**src/rtl/serial_shift_unit.sv**
```systemverilog
// Bit-serial shifter: SLL/SRL/SRA (and ROR when SERIAL_SHIFT_ROTATE_EN is defined), one bit per clock.
// With SERIAL_SHIFT_ROTATE_EN undefined, op 11 is folded into SRL at capture and no rotate logic exists.
module serial_shift_unit #(
  parameter int WIDTH = 32,
  parameter int CNT_W = 6
) (
  input  logic             clk,
  input  logic             rst_n,
  input  logic             start,
  input  logic [1:0]       op,
  input  logic [WIDTH-1:0] a,
  input  logic [31:0]      shamt,
  output logic [WIDTH-1:0] out,
  output logic             done,
  output logic             busy
);
  // state | meaning
  // IDLE  | waiting for start
  // SHIFT | one bit shifted per edge, counter > 0
  // DONE  | out valid for one cycle; a start here chains the next request
  typedef enum logic [1:0] {
    IDLE  = 2'd0,
    SHIFT = 2'd1,
    DONE  = 2'd2
  } state_t;

  localparam logic [1:0]       OP_SLL    = 2'b00;
  localparam logic [1:0]       OP_SRL    = 2'b01;
  localparam logic [1:0]       OP_SRA    = 2'b10;
  localparam logic [1:0]       OP_ROR    = 2'b11;
  localparam logic [31:0]      WIDTH32   = 32'(WIDTH);
  localparam logic [CNT_W-1:0] WIDTH_CNT = CNT_W'(WIDTH);
  localparam logic [CNT_W-1:0] CNT_ONE   = CNT_W'(1);

  state_t           r_state, w_state_nxt;
  logic [WIDTH-1:0] r_work, w_work_shifted;
  logic [WIDTH-1:0] r_out;
  logic [CNT_W-1:0] r_cnt, w_n;
  logic [1:0]       r_op, w_op_eff;
  logic             w_capture;

`ifdef SERIAL_SHIFT_ROTATE_EN
  logic [31:0] w_rot_amt;
  assign w_rot_amt = shamt % WIDTH32;
  assign w_op_eff  = op;
`else
  assign w_op_eff  = (op == OP_ROR) ? OP_SRL : op;
`endif

  always_comb begin
    w_n = (shamt >= WIDTH32) ? WIDTH_CNT : shamt[CNT_W-1:0];
`ifdef SERIAL_SHIFT_ROTATE_EN
    if (op == OP_ROR) w_n = w_rot_amt[CNT_W-1:0];
`endif
  end

  always_comb begin
    w_work_shifted = r_work;
    case (r_op)
      OP_SLL:  w_work_shifted = {r_work[WIDTH-2:0], 1'b0};
      OP_SRL:  w_work_shifted = {1'b0, r_work[WIDTH-1:1]};
      OP_SRA:  w_work_shifted = {r_work[WIDTH-1], r_work[WIDTH-1:1]};
`ifdef SERIAL_SHIFT_ROTATE_EN
      OP_ROR:  w_work_shifted = {r_work[0], r_work[WIDTH-1:1]};
`endif
      default: w_work_shifted = r_work;
    endcase
  end

  always_comb begin
    w_state_nxt = r_state;
    w_capture   = 1'b0;
    case (r_state)
      IDLE, DONE: begin
        if (start) begin
          w_capture   = 1'b1;
          w_state_nxt = (w_n == '0) ? DONE : SHIFT;
        end else begin
          w_state_nxt = IDLE;
        end
      end
      SHIFT:   if (r_cnt == CNT_ONE) w_state_nxt = DONE;
      default: w_state_nxt = IDLE;
    endcase
  end

  always_ff @(posedge clk or negedge rst_n) begin
    if (!rst_n) begin
      r_state <= IDLE;
      r_work  <= '0;
      r_out   <= '0;
      r_cnt   <= '0;
      r_op    <= OP_SLL;
    end else begin
      r_state <= w_state_nxt;
      if (w_capture) begin
        r_work <= a;
        r_op   <= w_op_eff;
        r_cnt  <= w_n;
        if (w_n == '0) r_out <= a;
      end else if (r_state == SHIFT) begin
        r_work <= w_work_shifted;
        r_cnt  <= r_cnt - CNT_ONE;
        // last shift lands straight in out so it is valid on DONE entry
        if (r_cnt == CNT_ONE) r_out <= w_work_shifted;
      end
    end
  end

  assign out  = r_out;
  assign done = (r_state == DONE);
  assign busy = (r_state == SHIFT);

endmodule
```
**config.mk**
```make
export PLATFORM = sky130hd
export DESIGN_NAME = serial_shift_unit
export DESIGN_NICKNAME = d
export VERILOG_FILES = /design/src/rtl/serial_shift_unit.sv
export SDC_FILE = /design/constraint.sdc
export NUM_CORES = 1
export LEC_CHECK = 0
export ABC_AREA = 0
export BUFFER_PORTS_ARGS = -buffer_cell sky130_fd_sc_hd__buf_2
export CAP_MARGIN = 25
export CORE_AREA = 8 8 99 101
export DETAILED_ROUTE_END_ITERATION = 7
export DIE_AREA = 0 0 107 109
export PLACE_DENSITY = 0.76
export SYNTH_ARGS = -nofsm -noshare
export SYNTH_HDL_FRONTEND = slang
export SYNTH_SLANG_ARGS = --single-unit
```
**constraint.sdc**
```tcl
create_clock -name clk -period 2.5 [get_ports clk]
set_input_delay 0.5 -clock clk [delete_from_list [all_inputs] [get_ports clk]]
set_output_delay 0.5 -clock clk [all_outputs]
set_load 0.1 [all_outputs]
```
## Word-level counts from Yosys, hierarchy flattened

Index checks and enable logic that the tools add are counted.

| storage, ports and cells | value |
|---|---|
| output and inout bits | 34 |
| latch bits | 0 |
| bits in writable memories | 0 |
| flip-flop bits (word level) | 74 |
| memory bits (read-only) | 0 |
| memories | 0 |

| operators by class | value |
|---|---|
| reduce and logical (&&, ||, !) cells | 7 |
| equality and inequality tests | 8 |
| add/sub/neg operators | 1 |
| multiply operators | 0 |
| div/mod/pow operators | 0 |
| $lt $le $gt $ge | 1 |
| shifts and indexed selects | 0 |
| bitwise logic cells | 0 |
| muxes and demuxes | 17 |

Operators by type and width:

| operator | count |
|---|---|
| 32-bit two-way mux | 6 |
| 32-bit one-hot mux with 3 select lines | 1 |
| 32-bit by 6-bit greater-or-equal comparator with 1-bit output (second input constant) | 1 |
| 6-bit two-way mux | 3 |
| 2-bit two-way mux | 4 |
| 2-bit equality test (second input constant) | 3 |
| 6-bit by 1-bit equality test with 1-bit output (second input constant) | 1 |
| 6-bit zero test | 1 |
| 6-bit by 1-bit subtractor with 6-bit output (second input constant) | 1 |
| 2-bit by 1-bit equality test with 1-bit output (second input constant) | 2 |
| 2-bit zero test | 2 |
| 2-bit by 1-bit != test with 1-bit output (second input constant) | 2 |
| 2-bit one-hot mux with 2 select lines | 1 |
| 2-bit nonzero test | 2 |
| 3-bit AND reduction | 1 |
| 1-bit two-way mux | 2 |
| 2-bit OR reduction | 1 |

## Logic depth before layout (Yosys ltp)

Gate-level depths: netlist of run 1.

| depth | value |
|---|---|
| word-level depth | 6 |
| depth in mapped cells | 8 |
| mapped depth without buffers | 6 |

## Least setup slack after synthesis of run 1

No wires, ideal clock.

| timing path | value |
|---|---|
| kind | register -> output |
| start | register r_state[1] |
| end | output port busy |
| stages on the path, launching flop included | 6 |
| slack | 0.019 ns |
| path buffers | 3 |
| arrival | 1.981 ns |
| path through | dfrtp_1 -> nand2b_1 -> clkbuf_1 -> inv_1 -> buf_2 -> buf_1 |

| between the ends | value |
|---|---|
| longest elaborated chain between the ends | 1 |

RTL lines:

| element | line | RTL |
|---|---|---|
| from (decl) | 35 | `state_t r_state, w_state_nxt;` |
| from (signal assigned) | 95 | `r_state <= w_state_nxt;` |
| 2-bit by 1-bit equality test with 1-bit output | 112 | `assign busy = (r_state == SHIFT);` |
| to (decl) | 15 | `output logic busy` |

Every way passes these cells.

## Worst setup path in the final report of run 1

Ends and elaborated chain as after synthesis.

==> results by stage, run 1 <==
Floorplan:
- In this run the core area contains 34 standard-cell rows.
- For this configuration, the core starts out at a cell density of 0.518.
- The number of top-level pins is 103.
- After floorplanning, the core was sized to cover 8380 sq um.
- The die is 109 um tall.
- The area of the die is 11,700 sq um.
- In this run the horizontal extent of the chip is 107 um.

Logic synthesis:
- The synthesis warning total is 0.
- Of the post-synthesis cell area, the dominant cell type holds 0.427.
- For this run, the register share of the synthesized area comes to 0.427.
- sky130_fd_sc_hd__nor2_1 is the most common cell in the netlist.
- The count of cell types in the netlist is 34.
- In the post-synthesis netlist, the biggest area contributors are sky130_fd_sc_hd__dfrtp_1 (43%), sky130_fd_sc_hd__nor2_1 (8.7%), sky130_fd_sc_hd__mux2_2 (8.0%).
- The share of flip-flops with an asynchronous set or reset after synthesis is 1.00.
- In the synthesized netlist the dominant register cell turns out to be sky130_fd_sc_hd__dfrtp_1.
- The post-synthesis share of cell area spent on xor and xnor gates is 0.00202.
- After synthesis, the largest family of logic cells by area is compound AO/OA/AOI/OAI gates.
- The register bit count reported by yosys is 74.
- The number of instances in the synthesized netlist is 457.
- sky130_fd_sc_hd__dfrtp_1 takes more of the synthesized area than any other cell.
- The adder-cell share of the synthesized area is 0.00576.
- The number of enable flip-flop cells after synthesis is 0.
- Measured against the total synthesized area, the mux share comes to 0.152.
- The post-synthesis compound-gate area fraction came to 0.241.
- The post-synth net total is 528.
- The simple-gate share of the synthesized area is 0.132.
- By count the netlist is led by sky130_fd_sc_hd__nor2_1 (101), sky130_fd_sc_hd__dfrtp_1 (74), sky130_fd_sc_hd__a221o_1 (34), sky130_fd_sc_hd__a21o_1 (32).
- The average instance area after synthesis is around 9.5 sq um.
- In this run the cell area of the synthesized design comes to 4340 sq um.

GRT:
- The number of antenna violations at the first check in global routing was 0.
- The total routing usage reported by global routing is 0.200.
- The number of global-route vias before repair was 3,896.
- The first global-routing pass estimated ~19,000 um of wire.
- The remaining global-route overflow is 0.
- The largest net degree at the start of global routing is 46.

Detailed routing:
- The initial DRC count is 262.
- Dividing the detail-routed wire length by the instance count gives 17.3 um.
- The number of remaining DRC errors is 0.
- Once detail routing completed, the nets flagged for antenna violations numbered 0.
- The via density per instance is 5.92.
- For this block, the routed nets add up to 11,400 um of wire.
- The total number of vias is 3,896.
- The pre-antenna-repair detailed-routing pass consisted of 5 iterations.

Placed design:
- The final weighted congestion of routability-driven global placement is 0.836.
- The minimum setup slack after placement is roughly 0.16 ns.
- Port buffering added 102 buffers.
- The wire-length estimate of the detail-placed layout is 7860 um.

Timing:
- The worst path in the final design needs a cycle of 2.03 ns, including I/O delays and setup.
- The setup slack of the critical path after layout is 0.466 ns.
- In the final timing run, aggregate negative setup slack is 0 ns.
- The worst pin sits at a relative slew slack of 0.372.
- At the pin with the least slew margin, the transition time is ~0.94 ns.
- The number of failing hold endpoints at the final stage is 0.
- The share of the clock period used by the worst path is 0.813.
- Setup repair after global routing left no endpoint under its margin.
- The maximum clock frequency is 492 MHz.
- The count of pins over their slew limit was 0.
- The setup violation total in the final timing report is 0.
- The worst clock skew on the final layout is 0.0119 ns.

Cells and area:
- Fill cells in the final layout number 706.
- The area overhead of the layout relative to synthesis is 19.3%.
- The core occupancy in the finished layout is 0.618.
- The final layout contains 616 nets.
- The fraction of layout instances using a drive strength above 1 is 0.309.
- The final antenna diode count is 0.

Clocking:
- The buffer cell driving the clock tree root is sky130_fd_sc_hd__clkbuf_8.
- The clock-pin slew on the worst setup and hold paths is 0.08 ns.
- The clock latency on the worst-skew pair is 0.36 ns.
- The TritonCTS buffer count is 9.
- The hold buffer count at CTS is 0.
- TritonCTS built the clock tree.
- The maximum number of buffers from clock root to sink is 2.
- The number of gates resized after CTS was 0.
- Post-CTS timing repair inserted 0 buffers for setup.
- The H-tree depth is 3.
- Clock tree synthesis found a total of 74 sinks.

Setup path:
- The critical path goes through nand2b_1, inv_2, buf_2.
- The worst setup path is captured at a primary output.
- The worst setup path is launched from a flop.
- The top cell family by delay on the critical path is buffers and inverters.
- The count of buffering cells on the critical path with inverters included is 2.
- Data on the critical path is required at its endpoint by 2.00 ns.
- For the worst setup path, the data arrival time is 1.53 ns.
- The stage delay of the slowest cell on the critical path is 0.46 ns.
- By startpoint and endpoint, the worst setup path is classified as reg2out.
- Of all nets on the critical path, the largest fanout is 7.
- The setup check on the worst reg-to-reg path leaves a slack of 0.47 ns.
- Among all stages on the critical path, the largest delay is contributed by sky130_fd_sc_hd__buf_2.

Worst hold path:
- The type of the tightest min-delay check is in2async.

Job:
- Max-cap violations in this run came to 0.

Outcome:
- The run finished with clean final reports.
==> cells in the final DEF, fill, tap and decap left out, types with 2 or more instances in the layout <==
| cell type | netlist | routed |
|---|---|---|
| sky130_fd_sc_hd__ha_1 | 2 | 2 |
| sky130_fd_sc_hd__nor2_1 | 101 | 101 |
| sky130_fd_sc_hd__buf_4 | 0 | 13 |
| sky130_fd_sc_hd__mux2_2 | 31 | 31 |
| sky130_fd_sc_hd__o22ai_1 | 2 | 2 |
| sky130_fd_sc_hd__buf_12 | 0 | 2 |
| sky130_fd_sc_hd__nand2b_1 | 2 | 2 |
| sky130_fd_sc_hd__a221o_1 | 34 | 34 |
| sky130_fd_sc_hd__dfrtp_1 | 74 | 72 |
| sky130_fd_sc_hd__o21ai_0 | 5 | 5 |
| sky130_fd_sc_hd__nor3_1 | 3 | 3 |
| sky130_fd_sc_hd__nor4_1 | 6 | 6 |
| sky130_fd_sc_hd__a211oi_1 | 30 | 30 |
| sky130_fd_sc_hd__a21o_1 | 32 | 32 |
| sky130_fd_sc_hd__mux2i_1 | 31 | 31 |
| sky130_fd_sc_hd__inv_1 | 4 | 3 |
| sky130_fd_sc_hd__buf_2 | 13 | 101 |
| sky130_fd_sc_hd__clkinvlp_4 | 0 | 2 |
| sky130_fd_sc_hd__a21oi_1 | 30 | 30 |
| sky130_fd_sc_hd__nand2_1 | 13 | 13 |
| sky130_fd_sc_hd__clkbuf_8 | 0 | 11 |
| sky130_fd_sc_hd__nand3_1 | 3 | 3 |
| sky130_fd_sc_hd__dfrtp_2 | 0 | 2 |
==> through the flow <==
step           instance area, sq um  hold slack (ns)  cells
5_1_grt                        5180            0.192    658
2_1_floorplan                  4340            0.204    457
4_1_cts                        5180            0.163    658
6_report                       5180            0.149    658
3_3_place_gp                   4970            0.485    642
3_5_place_dp                   4970            0.490    642
==> metal layers <==
metal,up-vias,part of all wire,wire (um),track usage
met4,0,0.016,180,0.0764
li1,1866,-,-,-
met2,137,0.48,5520,0.315
met1,1875,0.44,5010,0.263
met5,-,0,0,0
met3,18,0.059,677,0.0437
==> sequential cells by signal, summed over array words and instances (netlist names) <==
name / flops
r_work: 32
r_state: 2
out: 32
r_cnt: 6
r_op: 2
==> logic make-up after synthesis <==
group,after synthesis
AO/OA/AOI/OAI,139
XOR/XNOR,1
adder cells (fa/ha/maj),2
buffers and inverters,43
flip-flops,74
multiplexers,62
AND/OR/NAND/NOR,136
==> cell type report <==
class                      count  area [sq um]  area share
sequential                    74          1850       0.358
clock inverter                 4          50.0     0.00966
clock buffer                  12           155      0.0300
tap                          108           135      0.0261
inverter                       4          15.0     0.00290
timing repair buffer         116           643       0.124
multi-input combinational    340          2330       0.449
==> final timing paths <==
kind / end / from / depth (start not counted)
setup / recovery: busy / r_state[1]$_DFFE_PN0P_ / 3
max in group asynchronous: r_work[26]$_DFFE_PN0P_ / rst_n / 2
min in group clk: r_work[22]$_DFFE_PN0P_ / a[22] / 2
setup reg to reg: out[31]$_DFFE_PN0P_ / r_cnt[1]$_DFFE_PN0P_ / 5
hold reg to reg: out[18]$_DFFE_PN0P_ / out[18]$_DFFE_PN0P_ / 1
hold / removal: out[5]$_DFFE_PN0P_ / rst_n / 1
Power of run 1 is not shown: default switching activity piles up to over one toggle a cycle in this logic, so the estimate is an artifact.
==> run 2, diff against run 1 <==
--- a/config.mk
+++ b/config.mk
@@ -8,10 +8,10 @@
 export ABC_AREA = 0
 export BUFFER_PORTS_ARGS = -buffer_cell sky130_fd_sc_hd__buf_2
 export CAP_MARGIN = 25
-export CORE_AREA = 8 8 99 101
+export CORE_AREA = 8 8 104 106
 export DETAILED_ROUTE_END_ITERATION = 7
-export DIE_AREA = 0 0 107 109
-export PLACE_DENSITY = 0.76
+export DIE_AREA = 0 0 112 114
+export PLACE_DENSITY = 0.72
 export SYNTH_ARGS = -nofsm -noshare
 export SYNTH_HDL_FRONTEND = slang
 export SYNTH_SLANG_ARGS = --single-unit
==> constraint.sdc (replaced) <==
create_clock -name clk -period 1.6 [get_ports clk]
set_input_delay 0.32 -clock clk [delete_from_list [all_inputs] [get_ports clk]]
set_output_delay 0.32 -clock clk [all_outputs]
set_load 0.1 [all_outputs]
==> run 2 against run 1 <==
The run now ends with negative setup slack left. Via count rose by 2.7%. First-iteration DRC count fell by 21%. Wire length rose by 7.4%. Clock-buffer cell count fell by 3. Non-clock buffer count rose by 31. Critical path depth rose by 3. Global-route usage fell by 1.0 points. Sequential cell count did not move. Utilization rose by 2.8 points. Clock skew rose by 0.0023 ns. Critical path type is now reg2reg.
==> results by stage, run 2 (same netlist as run 1, synthesis figures left out) <==
Outcome:
- The run finished, with violations left.
- The checks that failed: negative setup slack.

Setup path:
- The critical path's slowest cell is sky130_fd_sc_hd__dfrtp_2.
- Setup slack on the worst reg-to-reg path comes out at -0.04 ns.
- The worst endpoint required time is around 1.8 ns.
- The startpoint kind of the worst setup timing path is a flop.
- The critical path goes through buf_6, clkbuf_16, mux2_2, a21oi_2, nor2_1, a221o_1.
- The largest single stage delay on the critical path is 0.40 ns.
- Along the worst path, the maximum fanout reaches 7.
- Data arrives at the worst endpoint at between 1.5 and 2 ns.
- The critical path in this run is classified as reg2reg.
- STA classifies the critical path endpoint as a flop.

Timing:
- The maximum clock frequency is between 600 and 700 MHz.
- After layout, the worst setup slack is -0.0376 ns.
- The number of failing hold endpoints at the final stage was 0.
- The worst clock skew on the final layout is 0.0142 ns.
- The post-route minimum period is 1.64 ns.
- The setup total negative slack is -0.230 ns.
- In the finished design, the share of the clock period the worst path needs comes to 1.02.
- The slew at the pin closest to its max-slew limit is 0.493 ns.
- The setup violation total in the final timing report is 19.
- The worst slew slack as a fraction of its limit is 0.674.
- Setup repair after global routing could not meet its margin everywhere.
- The final-layout worst hold slack is 0.172 ns.
- The count of pins over their slew limit is 0.

Job:
- The tool flagged a number of max-cap violations equal to 0.

Clocking:
- The clock-pin slew on the worst setup and hold paths is 0.09 ns.
- The clock latency on the worst-skew pair is 0.36 ns.
- The clock sink total is 74.
- Counting along the longest clock path gives a buffer depth of 2.
- The buffer cell driving the clock tree root is sky130_fd_sc_hd__clkbuf_8.
- TritonCTS built the clock tree.
- In this run, CTS created clock tree buffers numbering 9.
- The H-tree depth is 3.

Floorplan:
- Row generation in the floorplan step produced 35 rows.
- The die boundary width is 112 um.
- Pin placement for this block handled 103 I/O pins.
- The floorplan step set the die height to between 100 and 150 um.
- The initial utilization of the core area, before any placement, comes to 0.477.
- The standard cell core area is between 9000 and 10,000 sq um.
- The area of the die is 12,800 sq um.

Cells and area:
- Leaving out fill and tap cells, the most frequent cell in the layout is sky130_fd_sc_hd__buf_2.
- The fraction of layout instances using a drive strength above 1 is 0.417.
- The number of nets in the finished design is 647.
- From synthesis to final layout, the design area changed by 35.6%.
- In the layout the commonest cells are sky130_fd_sc_hd__buf_2 (99), sky130_fd_sc_hd__nor2_1 (98), sky130_fd_sc_hd__dfrtp_1 (72).
- 0 antenna diodes ended up in the layout.

Placed design:
- The post-detailed-placement half-perimeter wirelength is 7880 um.
- The number of port buffers is 102.
- The final weighted congestion of routability-driven global placement is 0.832.
- OpenSTA, run right after detailed placement, puts the worst setup slack at -0.263 ns.

GRT:
- The first global-routing pass estimated 19,900 um of wire.
- In the global route stage, overall resource usage came out at 0.189.
- The number of global-route vias before repair is ~4,200.
- The largest net degree at the start of global routing is 51.
- The number of antenna violations at the first check in global routing is 0.
- The remaining global-route overflow is 0.

Detailed routing:
- The first detailed-routing pass ran for 5 iterations.
- Using the TritonRoute via totals, the vias-per-cell ratio works out to 5.78.
- The count of antenna-violating nets left after detailed routing is 0.
- The initial DRC count is 206.
- After detailed routing, the total wire length is 12,200 um.
- After detailed routing, the number of remaining DRC violations is 0.
- The average wire length per cell after detail routing is 17.7 um.
- The detailed router placed 4,003 vias in this run.

Worst hold path:
- The type of the tightest min-delay check is in2reg.
## run 2: repair_timing
action                                  in CTS  in global routing
resized for setup                           23                 34
setup buffers                                4                  9
endpoints found under the setup margin      30                 59
hold endpoints to repair                    27                  0
cloned                                       2                  3
pin swaps                                    0                 17
hold buffers                                 1                  0
## run 2: cell type report
| class | instances | area (sq um) |
|---|---|---|
| fill | 723 | 3220 |
| inverter | 4 | 20.0 |
| clock inverter | 7 | 93.8 |
| clock buffer | 9 | 124 |
| multi-input combinational | 340 | 2510 |
| tap | 111 | 139 |
| timing repair buffer | 147 | 1150 |
| sequential | 74 | 1850 |
## run 2: metal layers
metal,vias to the layer above,track usage,routed length (um)
li1,1927,-,-
met1,1972,0.229,5400
met2,87,0.322,6070
met3,17,0.0433,557
met4,0,0.0737,189
met5,-,0,0
## run 2: path summary, 6_finish.rpt
path,startpoint,endpoint,depth (start not counted)
setup reg to reg,r_op[0]$_DFFE_PN0P_,out[12]$_DFFE_PN0P_,6
min in group asynchronous,rst_n,out[8]$_DFFE_PN0P_,2
setup / recovery,r_op[0]$_DFFE_PN0P_,out[12]$_DFFE_PN0P_,6
hold / removal,a[7],r_work[7]$_DFFE_PN0P_,2
hold reg to reg,r_cnt[5]$_DFFE_PN0P_,r_cnt[5]$_DFFE_PN0P_,1
max in group asynchronous,rst_n,r_op[0]$_DFFE_PN0P_,3
## run 2: worst max-delay path: cells and delay by family (launching register included)
| family | cells | cell delay [ns] |
|---|---|---|
| buffers and inverters | 2 | 0.31 |
| DFF | 1 | 0.40 |
| AOI/OAI and AO/OA | 2 | 0.41 |
| and+or+nand+nor | 1 | 0.07 |
| muxes | 1 | 0.34 |
## run 2: stage by stage
stage                     instance area [sq um]  utilization  cells
final                                      5890        0.646    692
after CTS                                  5620        0.617    680
after global routing                       5890        0.646    692
after floorplan                            4400            -    457
after global placement                     5230        0.574    657
after detailed placement                   5230        0.574    657
Power of run 2 is left out for the same reason.
